[config.mk]
export PLATFORM = sky130hd
export DESIGN_NAME = mem_port_arbiter
export DESIGN_NICKNAME = d
export VERILOG_FILES = /design/src/rtl/mem_port_arbiter.sv
export SDC_FILE = /design/constraint.sdc
export NUM_CORES = 1
export LEC_CHECK = 0
export CAP_MARGIN = 20
export CORE_ASPECT_RATIO = 0.8
export CORE_MARGIN = 1.5
export CORE_UTILIZATION = 44
export DETAILED_ROUTE_END_ITERATION = 10
export PLACE_DENSITY = 0.95
export SLEW_MARGIN = 20
export SYNTH_ARGS = -nofsm -noshare
export SYNTH_HDL_FRONTEND = slang
export SYNTH_SLANG_ARGS = --single-unit
[constraint.sdc]
create_clock -name clk -period 8.8 [get_ports clk]
set_clock_uncertainty 0.05 [all_clocks]
set_input_delay 1.32 -clock clk [delete_from_list [all_inputs] [get_ports clk]]
set_output_delay 1.32 -clock clk [all_outputs]
set_load 0.005 [all_outputs]
[src/rtl/mem_port_arbiter.sv]
// Purpose : round-robin arbiter sharing one single-port data RAM between instruction fetch and load/store.
// Latency : legal access 4 cycles (IDLE, ACCESS, CAPTURE, RESP), rejected access 2 cycles (IDLE, RESP).
// Backpr. : requesters hold req until their one-cycle ready strobe; requests are sampled only in IDLE.
//
// Ports:
//   clk, rst                     clock, asynchronous active-high reset
//   i_req/i_addr                 fetch request (read-only)
//   i_ready/i_rdata/i_err        fetch response strobe, held read data, error flag
//   d_req/d_we/d_addr/d_wdata    load/store request (d_we: 0 load, bit0 word, bit1 half, bit2 byte)
//   d_ready/d_rdata/d_err        load/store response strobe, held read data, error flag
//   mem_write_enable/mem_addr/mem_data_in/mem_data_out   RAM side (read data registered by RAM)
module mem_port_arbiter #(
  parameter int unsigned ADDR_LIMIT = 2048
) (
  input  logic        clk,
  input  logic        rst,
  input  logic        i_req,
  input  logic [31:0] i_addr,
  output logic        i_ready,
  output logic [31:0] i_rdata,
  output logic        i_err,
  input  logic        d_req,
  input  logic [2:0]  d_we,
  input  logic [31:0] d_addr,
  input  logic [31:0] d_wdata,
  output logic        d_ready,
  output logic [31:0] d_rdata,
  output logic        d_err,
  output logic [2:0]  mem_write_enable,
  output logic [31:0] mem_addr,
  output logic [31:0] mem_data_in,
  input  logic [31:0] mem_data_out
);

  localparam logic [31:0] LIMIT = 32'(ADDR_LIMIT);

  typedef enum logic [1:0] {
    IDLE    = 2'd0,
    ACCESS  = 2'd1,
    CAPTURE = 2'd2,
    RESP    = 2'd3
  } state_t;

  state_t      state_q, state_d;
  logic        last_gnt_d_q, last_gnt_d_d;   // 1: data port was granted last
  logic        gnt_d_q, gnt_d_d;             // 1: current transaction belongs to data port
  logic [31:0] addr_q, addr_d;
  logic [2:0]  we_q, we_d;
  logic [31:0] wdata_q, wdata_d;
  logic        i_ready_q, i_ready_d;
  logic        i_err_q, i_err_d;
  logic [31:0] i_rdata_q, i_rdata_d;
  logic        d_ready_q, d_ready_d;
  logic        d_err_q, d_err_d;
  logic [31:0] d_rdata_q, d_rdata_d;

  // Arbitration and request decode, evaluated on the values that IDLE latches.
  logic        grant_any;
  logic        sel_d;
  logic [31:0] addr_sel;
  logic [2:0]  we_sel;
  logic        multi_sel;
  logic        req_err;

  always_comb begin
    grant_any = i_req | d_req;
    // On contention the port that did not win last time is served.
    sel_d     = d_req & (~i_req | ~last_gnt_d_q);
    addr_sel  = sel_d ? d_addr : i_addr;
    we_sel    = sel_d ? d_we : 3'b000;
    multi_sel = (we_sel[0] & we_sel[1]) | (we_sel[0] & we_sel[2]) | (we_sel[1] & we_sel[2]);
    req_err   = (addr_sel >= LIMIT)
              | multi_sel
              | ((we_sel == 3'b001) & (addr_sel[1:0] != 2'b00))
              | ((we_sel == 3'b010) & addr_sel[0]);
  end

  always_comb begin
    state_d      = state_q;
    last_gnt_d_d = last_gnt_d_q;
    gnt_d_d      = gnt_d_q;
    addr_d       = addr_q;
    we_d         = we_q;
    wdata_d      = wdata_q;
    i_ready_d    = 1'b0;
    i_err_d      = 1'b0;
    i_rdata_d    = i_rdata_q;
    d_ready_d    = 1'b0;
    d_err_d      = 1'b0;
    d_rdata_d    = d_rdata_q;

    case (state_q)
      IDLE: begin
        if (grant_any) begin
          gnt_d_d      = sel_d;
          last_gnt_d_d = sel_d;
          addr_d       = addr_sel;
          we_d         = we_sel;
          wdata_d      = sel_d ? d_wdata : 32'd0;
          if (req_err) begin
            // Rejected: skip the RAM entirely, rdata registers keep their value.
            state_d = RESP;
            if (sel_d) begin
              d_ready_d = 1'b1;
              d_err_d   = 1'b1;
            end else begin
              i_ready_d = 1'b1;
              i_err_d   = 1'b1;
            end
          end else begin
            state_d = ACCESS;
          end
        end
      end
      ACCESS: begin
        state_d = CAPTURE;
      end
      CAPTURE: begin
        // RAM read data for the ACCESS address is valid now (pre-write word on stores).
        state_d = RESP;
        if (gnt_d_q) begin
          d_ready_d = 1'b1;
          d_rdata_d = mem_data_out;
        end else begin
          i_ready_d = 1'b1;
          i_rdata_d = mem_data_out;
        end
      end
      RESP: begin
        state_d = IDLE;
      end
      default: begin
        state_d = IDLE;
      end
    endcase
  end

  always_ff @(posedge clk or posedge rst) begin
    if (rst) begin
      state_q      <= IDLE;
      last_gnt_d_q <= 1'b1;
      gnt_d_q      <= 1'b0;
      addr_q       <= 32'd0;
      we_q         <= 3'b000;
      wdata_q      <= 32'd0;
      i_ready_q    <= 1'b0;
      i_err_q      <= 1'b0;
      i_rdata_q    <= 32'd0;
      d_ready_q    <= 1'b0;
      d_err_q      <= 1'b0;
      d_rdata_q    <= 32'd0;
    end else begin
      state_q      <= state_d;
      last_gnt_d_q <= last_gnt_d_d;
      gnt_d_q      <= gnt_d_d;
      addr_q       <= addr_d;
      we_q         <= we_d;
      wdata_q      <= wdata_d;
      i_ready_q    <= i_ready_d;
      i_err_q      <= i_err_d;
      i_rdata_q    <= i_rdata_d;
      d_ready_q    <= d_ready_d;
      d_err_q      <= d_err_d;
      d_rdata_q    <= d_rdata_d;
    end
  end

  // Write strobe exists only while in ACCESS; address and data simply hold the latch.
  assign mem_write_enable = (state_q == ACCESS) ? we_q : 3'b000;
  assign mem_addr         = addr_q;
  assign mem_data_in      = wdata_q;

  assign i_ready = i_ready_q;
  assign i_err   = i_err_q;
  assign i_rdata = i_rdata_q;
  assign d_ready = d_ready_q;
  assign d_err   = d_err_q;
  assign d_rdata = d_rdata_q;

endmodule
==> metrics list, run 1 <==
* Drt pass-1 iters: 4
* Final period util: 38.9%
- The final layout contains routed wiring with a total length of 17000 um.
- In the layout the commonest cells are sky130_fd_sc_hd__clkdlybuf4s50_1 (269), sky130_fd_sc_hd__dfrtp_1 (138), sky130_fd_sc_hd__mux2_2 (64).
- Total number of placement rows: 36
- Antenna-violating nets left: 0
- Proportion of netlist area held by the largest area contributor: approximately three fifths
* Post-DP HPWL: roughly 12000 um
* Maximum number of pins on one net before global-route repair: 80
- The global routing stage identified its most utilized layer as met2.
- Counting every sink on the clock net gives between 100 and 150.
- # DRC: 0
* First-pass GRT wire length: 25900 um
- The synthesized design spends more area on one cell type than any other, namely sky130_fd_sc_hd__dfrtp_1.
- Leakage power figure: 3.91 nW
- Setup violations remaining at the end of the flow were counted as 0.
* Number of slew-limit violations in the final report: 0
- Adding up every negative setup slack in the final design gives 0 ns.
- Die span in x: 130 um
- In this run the worst path has a maximum fanout of 38.
- The initial antenna violation count came to 0.
- Req. time, crit path: between 9 and 10 ns
- Across the run, the number of max-cap violations was 0.
- IR analysis of the VDD net gives a maximum drop of 194 uV.
- Total standard cell area after synthesis: 5640 um^2
* Vias per inst: 5.30
* Simple-gate share of the synthesized area: 5.17%
- Final Hold Violating Endpoints: 0
- Floorplan die height: 104 um
* Combinational family with the most area after synthesis: multiplexers
* Post-synthesis to final-layout area growth: 62.4%
- After clock tree synthesis, the clock-pin slew on the worst setup and hold paths is ~0.06 ns.
* TritonCTS Buffers: 17
* EDFF count, synth: 0
* Port bufs: 269
* Primary flip-flop cell chosen by synthesis mapping: sky130_fd_sc_hd__dfrtp_1
- Worst slew margin relative to its limit: between 40% and 50%
- Crit path arrival time: around 3.7 ns
- For the pin with the worst max-slew slack, the measured transition is 0.879 ns.
- In this run the power density over the cells is roughly 360 nW/um^2.
- Per-cell routed wire length: 19.7 um
- Each instance of the synthesized netlist takes up on average around 14 um^2.
- Yosys warning total: 0
* Share of synthesized registers carrying an async set or reset: 100%
- Hold buffer count at cts: 0
* Met3 usage: 8.74%
- Post-synthesis xor/xnor area fraction: 0%
* Sequential-to-total area share from yosys stat: 61.7%
- Count of cell types in the netlist: 31
* Proportion of synthesized area in mux cells: 18.4%
- The worst setup path is launched from an input pin.
- In the final design database the tool counted roughly 800 nets.
- Based on the critical path, the design can be clocked at up to 292 MHz.
* CTS H-tree lvls: 4
- The run finished with clean final reports.
* TritonCTS clock tree: done
- Grt total ovfl: 0
* Detailed-route via count: ~4600
- At the end of routability-driven placement, the weighted congestion stood at just over 0.8.
- Counting every instance in the synthesized netlist gives 414.
* Leading cell types by total area after synthesis: sky130_fd_sc_hd__dfrtp_1 (61%), sky130_fd_sc_hd__mux2_2 (13%), sky130_fd_sc_hd__mux2i_1 (5.7%)
- between 200 and 300 I/O pins were placed.
- Fin area: 9160 um^2
- Counting every net in the synthesized netlist gives between 500 and 600.
- Vias in the first global route: between 4000 and 5000
* Kind of capture point of the worst setup path: flop
- Core Area: between 10000 and 15000 um^2
- Post-CTS setup-driven buffer insertion count: 0
- In the final layout, the share of cells above drive strength 1 is around 16%.
- RSZ-0062 raised after global routing: no
* Most frequent standard cell in the layout excluding fill and tap cells: sky130_fd_sc_hd__clkdlybuf4s50_1
* Placement Cell Area: 8440 um^2
* Compound-gate portion of the synthesized area: between 10% and 20%
* Clock latency at the later pin of the worst-skew pair: 0.42 ns
* Die Footprint: 13500 um^2
* Initial core utilization: 45.7%
- Worst min-delay path class: reg -> reg
- The synthesized design contains ~140 register bits.
- In the global route stage, met2 resource usage came out at 44.3%.
- Across every metal layer, demand over resource in global routing totals 25.6%.
- For this run, global-route usage on met1 was measured as 27.9%.
- In this run the clock root is driven by a sky130_fd_sc_hd__clkbuf_16.
- Arithmetic-cell share of the synthesized area counting full adders, half adders and majority gates: 0.665%
- After layout, the minimum clock period comes to about 3.4 ns.
- Clock tree buffer depth: 2
- The critical path is of the in -> reg type.
- For this block, the initial DRC count from the detailed router was 209.
- Diodes inserted: 0
- Post-CTS Resized: 0
==> cell type report <==
type	count	area, um^2
clock buffer	18	429
clock inverter	14	290
fill	793	3180
inverter	6	27.5
multi-input combinational	243	2000
sequential	139	3480
tap	171	214
timing repair buffer	273	2730
==> path summary, 6_finish.rpt <==
| kind | start | endpoint | slack (ns) | depth (start not counted) |
|---|---|---|---|---|
| max | d_req | d_ready | 5.37 | 6 |
| min | mem_addr[2] | mem_addr[2] | 0.43 | 2 |
| max reg2reg | state_q[0] | mem_addr[13] | 6.56 | 5 |
| min reg2reg | mem_addr[2] | mem_addr[2] | 0.43 | 2 |
| max in group asynchronous | rst | i_rdata[22] | 6.29 | 3 |
| min in group asynchronous | rst | d_rdata[18] | 1.29 | 2 |
==> stage by stage <==
| step | std cells | hold slack, ns | utilization, % | total power, mW | setup slack [ns] |
|---|---|---|---|---|---|
| after global routing | 864 | 0.463 | 74.2 | 3.45 | 5.28 |
| after CTS | 864 | 0.434 | 74.2 | 3.31 | 5.43 |
| after global placement | 832 | 0.412 | 68.4 | 2.34 | 5.09 |
| final | 864 | 0.428 | 74.2 | 3.28 | 5.37 |
| after detailed placement | 832 | 0.420 | 68.4 | 2.41 | 5.00 |
| after floorplan | 414 | 0.414 | - | 1.63 | 3.71 |
==> sequential cells by signal, summed over array words and instances, names as in the netlist <==
register / cells
i_ready: 1
mem_addr: 32
d_err: 1
i_rdata: 32
d_ready: 1
d_rdata: 32
state_q: 2
we_q: 3
last_gnt_d_q: 1
mem_data_in: 32
i_err: 1
gnt_d_q: 1
==> Yosys cell counts, types with 2 or more instances <==
cell type	count
sky130_fd_sc_hd__o21ai_0	35
sky130_fd_sc_hd__a21o_1	3
sky130_fd_sc_hd__nand4_1	2
sky130_fd_sc_hd__a22o_1	34
sky130_fd_sc_hd__mux2_2	64
sky130_fd_sc_hd__mux2i_1	32
sky130_fd_sc_hd__clkbuf_1	6
sky130_fd_sc_hd__ha_1	3
sky130_fd_sc_hd__and2_1	3
sky130_fd_sc_hd__inv_1	6
sky130_fd_sc_hd__buf_2	13
sky130_fd_sc_hd__nor3_1	4
sky130_fd_sc_hd__o31ai_1	2
sky130_fd_sc_hd__nand2_1	36
sky130_fd_sc_hd__nand3_1	2
sky130_fd_sc_hd__nor2_1	3
sky130_fd_sc_hd__nor4_1	8
sky130_fd_sc_hd__buf_6	7
sky130_fd_sc_hd__dfrtp_1	138
sky130_fd_sc_hd__a21oi_1	2
==> power breakdown <==
| group | switching [mW] | internal, mW |
|---|---|---|
| sequential | 0.177 | 0.943 |
| clock | 0.276 | 0.591 |
| combinational | 0.474 | 0.818 |
| total | 0.927 | 2.35 |
==> routing by layer <==
layer  up-vias  routed length, um
li1       2026                  -
met1      2276               6260
met2       236               8780
met3        40               1500
met4         0                500
met5         -                  0
==> critical path: stages <==
cell and delay, ns:
sky130_fd_sc_hd__clkdlybuf4s50_1 0.60, sky130_fd_sc_hd__a21boi_4 0.48, sky130_fd_sc_hd__buf_4 0.48, sky130_fd_sc_hd__and2_4 0.49
sky130_fd_sc_hd__o31a_2 0.24, sky130_fd_sc_hd__a21o_1 0.09
==> logic make-up after synthesis <==
group / after synthesis
adders and majority gates: 3
buffers and inverters: 32
AOI/OAI and AO/OA: 82
DFF: 139
and+or+nand+nor: 62
muxes: 96
(Power assumes the default switching activity.)
==> inputs of run 2 (changes only) <==
- CORE_UTILIZATION: 44 -> 41
- PLACE_DENSITY: 0.95 -> 0.91
- clock period: 8.8 -> 3.57 ns (I/O delays scaled with it)
==> metrics list, run 2 (synthesis gave the netlist of run 1 again) <==
* Diodes inserted: 0 (unchanged)
- Vias in the first global route: 4743 (was 4747)
- Fraction of layout cells with a size suffix above 1: 16.0% (was 15.7%)
- Global routing met1 resource utilization: 26.4% (was 27.9%)
- Clock latency at the later pin of the worst-skew pair: 0.41 ns (was 0.42 ns)
- The count of buffers from port buffering is 269 (unchanged).
* First-pass GRT wire length: 24900 um (was 25900 um)
* Number of antenna violations at the first check in global routing: 0 (unchanged)
- Most frequent cells in the layout: sky130_fd_sc_hd__clkdlybuf4s50_1 (269), sky130_fd_sc_hd__dfrtp_1 (138), sky130_fd_sc_hd__mux2_2 (64) (unchanged)
- The final instance area was 9080 um^2 (was 9160 um^2).
- Final Hold Violating Endpoints: 0 (unchanged)
- The die area is 14500 um^2 (was 13500 um^2).
- Kind of capture point of the worst setup path: output pin (was flop)
- The total leakage power came to 3.87 nW (was 3.91 nW).
- Final #Nets: 819 (was 818)
* Post-CTS setup-driven buffer insertion count: 0 (unchanged)
* CTS H-tree lvls: 4 (unchanged)
- The critical path data arrival time was 1.77 ns (was 3.72 ns).
* Post-CTS clock slew at the launch and capture registers of the worst setup and hold paths: 0.06 ns (about the same)
- Grt total ovfl: 0 (unchanged)
* CTS Root Cell: sky130_fd_sc_hd__clkbuf_16 (unchanged)
- The instance area at placement is 8490 um^2 (was 8440 um^2).
- The post-detailed-route via-to-cell ratio was 5.18 (was 5.30).
- The type of the most critical hold path was reg -> reg (unchanged).
- The remaining routing DRC violations is 0 (unchanged).
- The buffer depth of the longest clock path came to 2 (unchanged).
* Number of clock sinks seen by CTS: 139 (unchanged)
- The most common cell after layout, fill and taps aside is sky130_fd_sc_hd__clkdlybuf4s50_1 (unchanged).
- The filler cell count was 943 (was 793).
- Worst slew margin relative to its limit: 37.5% (was 41.4%)
- Drt pass-1 iters: 5 (was 4)
- The number of violations reported at the end of detailed-routing iteration 0 came to 254 (was 209).
- Critical path peak fanout: 3 (was 38)
- Detailed-route via count: 4525 (was 4578)
- Req. time, crit path: 2.98 ns (was 9.10 ns)
- Total number of placement rows: 38 (was 36)
* Hold buffer count at cts: 0 (unchanged)
* Wire length reported by the detailed router: 16300 um (was 17000 um)
- The total power divided by cell area is 842 nW/um^2 (was 358 nW/um^2).
- Maximum number of pins on one net before global-route repair: 75 (was 80)
- The number of max-capacitance violations reported was 0 (unchanged).
* Transition time of the tightest slew-check pin: 0.935 ns (was 0.879 ns)
- Floorplan die height: 108 um (was 104 um)
* TritonCTS Buffers: 17 (unchanged)
- The accumulated negative setup slack is 0 ns (unchanged).
- The busiest metal layer after global routing was met2 (unchanged).
- Core Area: 13500 um^2 (was 12300 um^2)
* I/O pins: 270 (unchanged)
- Antenna-violating nets left: 0 (unchanged)
* Launching element type of the critical path: flop (was input pin)
* RSZ-0062 raised after global routing: no (unchanged)
* Number of slew-limit violations in the final report: 0 (unchanged)
- Startpoint-to-endpoint class of the critical path: reg -> out (was in -> reg)
- The chip width is 134 um (was 130 um).
- Last weighted congestion value of the routability-driven placer: 0.854 (was 0.804)
* Per-cell routed wire length: 18.6 um (was 19.7 um)
* Result of the run: finished clean (unchanged)
- Met3 usage: 5.91% (was 8.74%)
- GR Layer Usage met2: 39.3% (was 44.3%)
* Worst ir drop on vdd: 449 uV (was 194 uV)
* Time the worst path needs with I/O delays and setup: 2.36 ns
* Post-synthesis to final-layout area growth: 61.0% (was 62.4%)
* Initial core utilization: 41.8% (was 45.7%)
- The clock tree from TritonCTS was done (unchanged).
- Endpoints failing setup: 0 (unchanged)
- Based on the critical path, the design can be clocked at up to between 400 and 500 MHz.
- The final critical path takes up 66.1% of the cycle.
* Post-DP HPWL: 12100 um (was 12300 um)
* Overall track demand over capacity in global routing: 22.6% (was 25.6%)
* Post-CTS Resized: 0 (unchanged)
## run 2: final timing paths
kind / startpoint / endpoint / slack [ns] / cells past startpoint
min reg2reg: mem_addr[17] / mem_addr[17] / 0.43 / 2
max: state_q[1] / mem_write_enable[1] / 1.21 / 4
max reg2reg: state_q[0] / i_rdata[22] / 1.58 / 4
min in group asynchronous: rst / mem_data_in[2] / 0.64 / 2
max in group asynchronous: rst / last_gnt_d_q / 2.05 / 3
min: mem_addr[17] / mem_addr[17] / 0.43 / 2
## run 2: layer usage
metal  share of wire (%)  wire length, um
met1                  40             6520
met2                  50             8080
met3                 7.6             1240
met4                 2.8              450
met5                   0                0
## run 2: area by class of cell
cell class / instances / area (um^2) / share of cell area (%)
Inverter: 6 / 26.3 / 0.289
Timing Repair Buffer: 274 / 2770 / 30.5
Clock buffer: 17 / 425 / 4.68
Clock inverter: 15 / 165 / 1.82
Sequential cell: 139 / 3480 / 38.3
Multi-Input combinational cell: 243 / 2000 / 22.0
Tap cell: 180 / 225 / 2.48
## run 2: where the power goes
group | internal, mW | switching [mW]
registers | 2.32 | 0.424
clock network | 1.04 | 0.695
logic | 2.03 | 1.14
## run 2: metrics by stage
step                instances  util [%]  total power [mW]  worst slack (ns)  hold WS, ns
global route              874      67.3              8.06              1.12        0.454
CTS                       874      67.3              7.73              1.17        0.434
finish                    874      67.3              7.65              1.21        0.428
detailed placement        842      62.9              5.95              1.02        0.422
floorplan                 414         -              4.02              1.25        0.414
global placement          842      62.9              5.79              1.10        0.415
## run 2: critical path, cell delays in order, from the launching register on
cell                              delay, ns
sky130_fd_sc_hd__dfrtp_1               0.40
sky130_fd_sc_hd__inv_1                 0.10
sky130_fd_sc_hd__ha_1                  0.20
sky130_fd_sc_hd__and2_1                0.14
sky130_fd_sc_hd__clkdlybuf4s50_1       0.53
==> inputs of run 3 (changes only) <==
- CORE_UTILIZATION: 41 -> 37
- PLACE_DENSITY: 0.91 -> 0.87
- clock period: 3.57 -> 2 ns (I/O delays scaled with it)
==> metrics list, run 3 (synthesis gave the netlist of run 1 again) <==
- The number of max-slew violations in the final report was 0 (unchanged).
- CTS H-tree lvls: 4 (unchanged)
* Overall Power: 13.9 mW (was 7.65 mW)
* Critical-path top delay cell: sky130_fd_sc_hd__dfrtp_1 (was sky130_fd_sc_hd__clkdlybuf4s50_1)
- Post-DP HPWL: 12000 um (was 12100 um)
- Of the available clock period, the critical path in the final layout requires 88.9%.
- Vias in the first global route: 4750 (was 4743)
- Wire length reported by the detailed router: 16000 um (was 16300 um)
- The stage delay of the slowest cell on the critical path came to 0.40 ns (was 0.53 ns).
* Post-synthesis to final-layout area growth: 64.3% (was 61.0%)
- RSZ-0062 raised after global routing: no (unchanged).
- The routed length on met3 was 1250 um (was 1240 um).
- The met2 wire length is 7860 um (was 8080 um).
- The transition time at the pin with the least slew margin was 0.444 ns (was 0.935 ns).
* First-pass GRT wire length: 24800 um (was 24900 um)
* Worst slew margin relative to its limit: 70.1% (was 37.5%)
- The count of hold buffers inserted by post-cts repair was 0 (unchanged).
* # DRC: 0 (unchanged)
- The accumulated negative setup slack is 0 ns (unchanged).
- The share of layout cells above drive strength 1 was 17.7% (was 16.0%).
- Final worst slack: 0.221 ns (was 1.21 ns)
- Iteration-0 DRC Markers: 164 (was 254)
- Req. time, crit path: 1.65 ns (was 2.98 ns)
- Number of instances in the placed design: 862 (was 842)
* Worst ir drop on vdd: 836 uV (was 449 uV)
- Based on the critical path, the design can be clocked at up to around 560 MHz.
* Number of clock sinks seen by CTS: 139 (unchanged)
- Floorplan die height: 113 um (was 108 um)
- The endpoint of the lowest-slack register-to-register path was d_ready (was i_rdata[22]).
- The chip width came to 141 um (was 134 um).
- Max layer used: met4 (unchanged)
- Final Hold Violating Endpoints: 0 (unchanged)
- Overall track demand over capacity in global routing: 20.1% (was 22.6%)
* Post-CTS clock slew at the launch and capture registers of the worst setup and hold paths: 0.06 ns (about the same)
- Placement Cell Area: 8650 um^2 (was 8490 um^2)
* Clock tree buffer depth: 2 (unchanged)
* Cell chain of the critical path: ha_2 > and2_1 > dlygate4sd2_1 (was inv_1 > ha_1 > and2_1 > clkdlybuf4s50_1)
* Last weighted congestion value of the routability-driven placer: 0.896 (was 0.854)
- The start-to-end type of the worst setup path was reg -> out (unchanged).
- Time the worst path needs with I/O delays and setup: about 1.8 ns
* Antenna-violating nets left: 0 (unchanged)
- The type of the most critical hold path is in -> async (was reg -> reg).
- Result of the run: finished clean (unchanged).
- Clock latency at the later pin of the worst-skew pair: 0.41 ns (about the same)
- I/O pins: 270 (unchanged)
* Kind of capture point of the worst setup path: output pin (unchanged)
- Detailed-route via count: 4498 (was 4525)
- The sum of buffers and inverters on the critical path came to 1 (was 2).
* TritonCTS Buffers: 17 (unchanged)
- The hold slack came to 0.132 ns (was 0.428 ns).
- Core Area: 15000 um^2 (was 13500 um^2)
* Fill cell total of the finished layout: 1134 (was 943)
- Power per standard cell area: 1500 nW/um^2 (was 842 nW/um^2)
* Diodes inserted: 0 (unchanged)
* Most frequent cells in the layout: sky130_fd_sc_hd__clkdlybuf4s50_1 (266), sky130_fd_sc_hd__dfrtp_1 (138), sky130_fd_sc_hd__mux2_2 (64) (was sky130_fd_sc_hd__clkdlybuf4s50_1 (269), sky130_fd_sc_hd__dfrtp_1 (138), sky130_fd_sc_hd__mux2_2 (64))
* Critical path peak fanout: 3 (unchanged)
- Per-cell routed wire length: 17.9 um (was 18.6 um)
- The non-filler instance count after layout is 895 (was 874).
* Most frequent standard cell in the layout excluding fill and tap cells: sky130_fd_sc_hd__clkdlybuf4s50_1 (unchanged)
- Count of maximum capacitance violations: 0 (unchanged)
- The number of placement rows was 40 (was 38).
- The cell type group with the largest total delay on the critical path is flip-flops (was buffers and inverters).
- The cell chosen for the clock root is sky130_fd_sc_hd__clkbuf_16 (unchanged).
* Initial core utilization: 37.7% (was 41.8%)
- Maximum number of pins on one net before global-route repair: 65 (was 75)
- The critical register-to-register path startpoint is state_q[0] (unchanged).
* Cell count of the worst reg-to-reg path: 5 (was 4)
* Pre-CTS setup slack: -0.187 ns (was 1.02 ns)
- The residual overflow from global routing is 0 (unchanged).
* Crit path arrival time: 1.43 ns (was 1.77 ns)
* Number of antenna violations at the first check in global routing: 0 (unchanged)
- The final instance area came to 9270 um^2 (was 9080 um^2).
* R2R setup slack: 0.24 ns (was 1.58 ns)
- The post-detailed-route via-to-cell ratio is 5.03 (was 5.18).
* Endpoints failing setup: 0 (unchanged)
* Routed met1 length: 6370 um (was 6520 um)
* Drt pass-1 iters: 4 (was 5)
- Post-route core utilization: 62.0% (was 67.3%)
* Port bufs: 269 (unchanged)
- TritonCTS clock tree: done (unchanged)
- Die Footprint: 16000 um^2 (was 14500 um^2)
- The total leakage power came to 3.97 nW (was 3.87 nW).
- Final #Nets: 831 (was 819)
* Launching element type of the critical path: flop (unchanged)
run 3: cell count changes in the layout (fill, tap and decap cells not counted), moves of 3 or more:
cell	delta
sky130_fd_sc_hd__buf_4	+7
sky130_fd_sc_hd__buf_12	+5
sky130_fd_sc_hd__clkdlybuf4s50_1	-3
sky130_fd_sc_hd__dlygate4sd2_1	+3
run 3: power breakdown:
part / internal (mW) / leakage, nW / switching [mW] / total [mW]
sequential: 4.15 / 1.70 / 0.713 / 4.86
combinational: 3.75 / 1.98 / 2.09 / 5.84
clock: 1.99 / 0.295 / 1.23 / 3.21
run 3: worst max path at each step:
stage                    start             endpoint  slack [ns]  cells after the start
finish              state_q[0]  mem_write_enable[1]        0.22                      3
global route        state_q[1]  mem_write_enable[1]        0.16                      4
CTS                 state_q[0]  mem_write_enable[0]        0.19                      3
detailed placement  d_addr[30]              d_ready       -0.19                      6
global placement    d_addr[30]              d_ready       -0.16                      6
floorplan                  rst                d_err       -0.08                      1
run 3: area by class of cell:
cell class                 count  area (um^2)  share of cell area (%)
sequential                   139         3480                    37.5
tap                          189          236                    2.55
inverter                       6         26.3                   0.283
multi-input combinational    243         2000                    21.6
clock inverter                15          189                    2.04
timing repair buffer         286         2920                    31.5
clock buffer                  17          425                    4.59
run 3: worst register-to-register path, cell delays in order, from the launching register on:
cell and delay, ns:
sky130_fd_sc_hd__dfrtp_1 0.40, sky130_fd_sc_hd__inv_1 0.11, sky130_fd_sc_hd__ha_1 0.34, sky130_fd_sc_hd__and2_4 0.48, sky130_fd_sc_hd__o31a_2 0.25, sky130_fd_sc_hd__a21o_1 0.08
run 3: routing by layer:
layer  global-route usage, %  vias to the layer above
li1                        -                     2050
met1                    23.5                     2195
met2                    34.1                      215
met3                    6.51                       38
met4                    9.31                        0
met5                       0                        -
run 3: what timing repair did:
action,CTS,global route
hold endpoints to repair,0,0
setup buffers,1,0
resized for setup,5,0
setup endpoints to repair,3,0
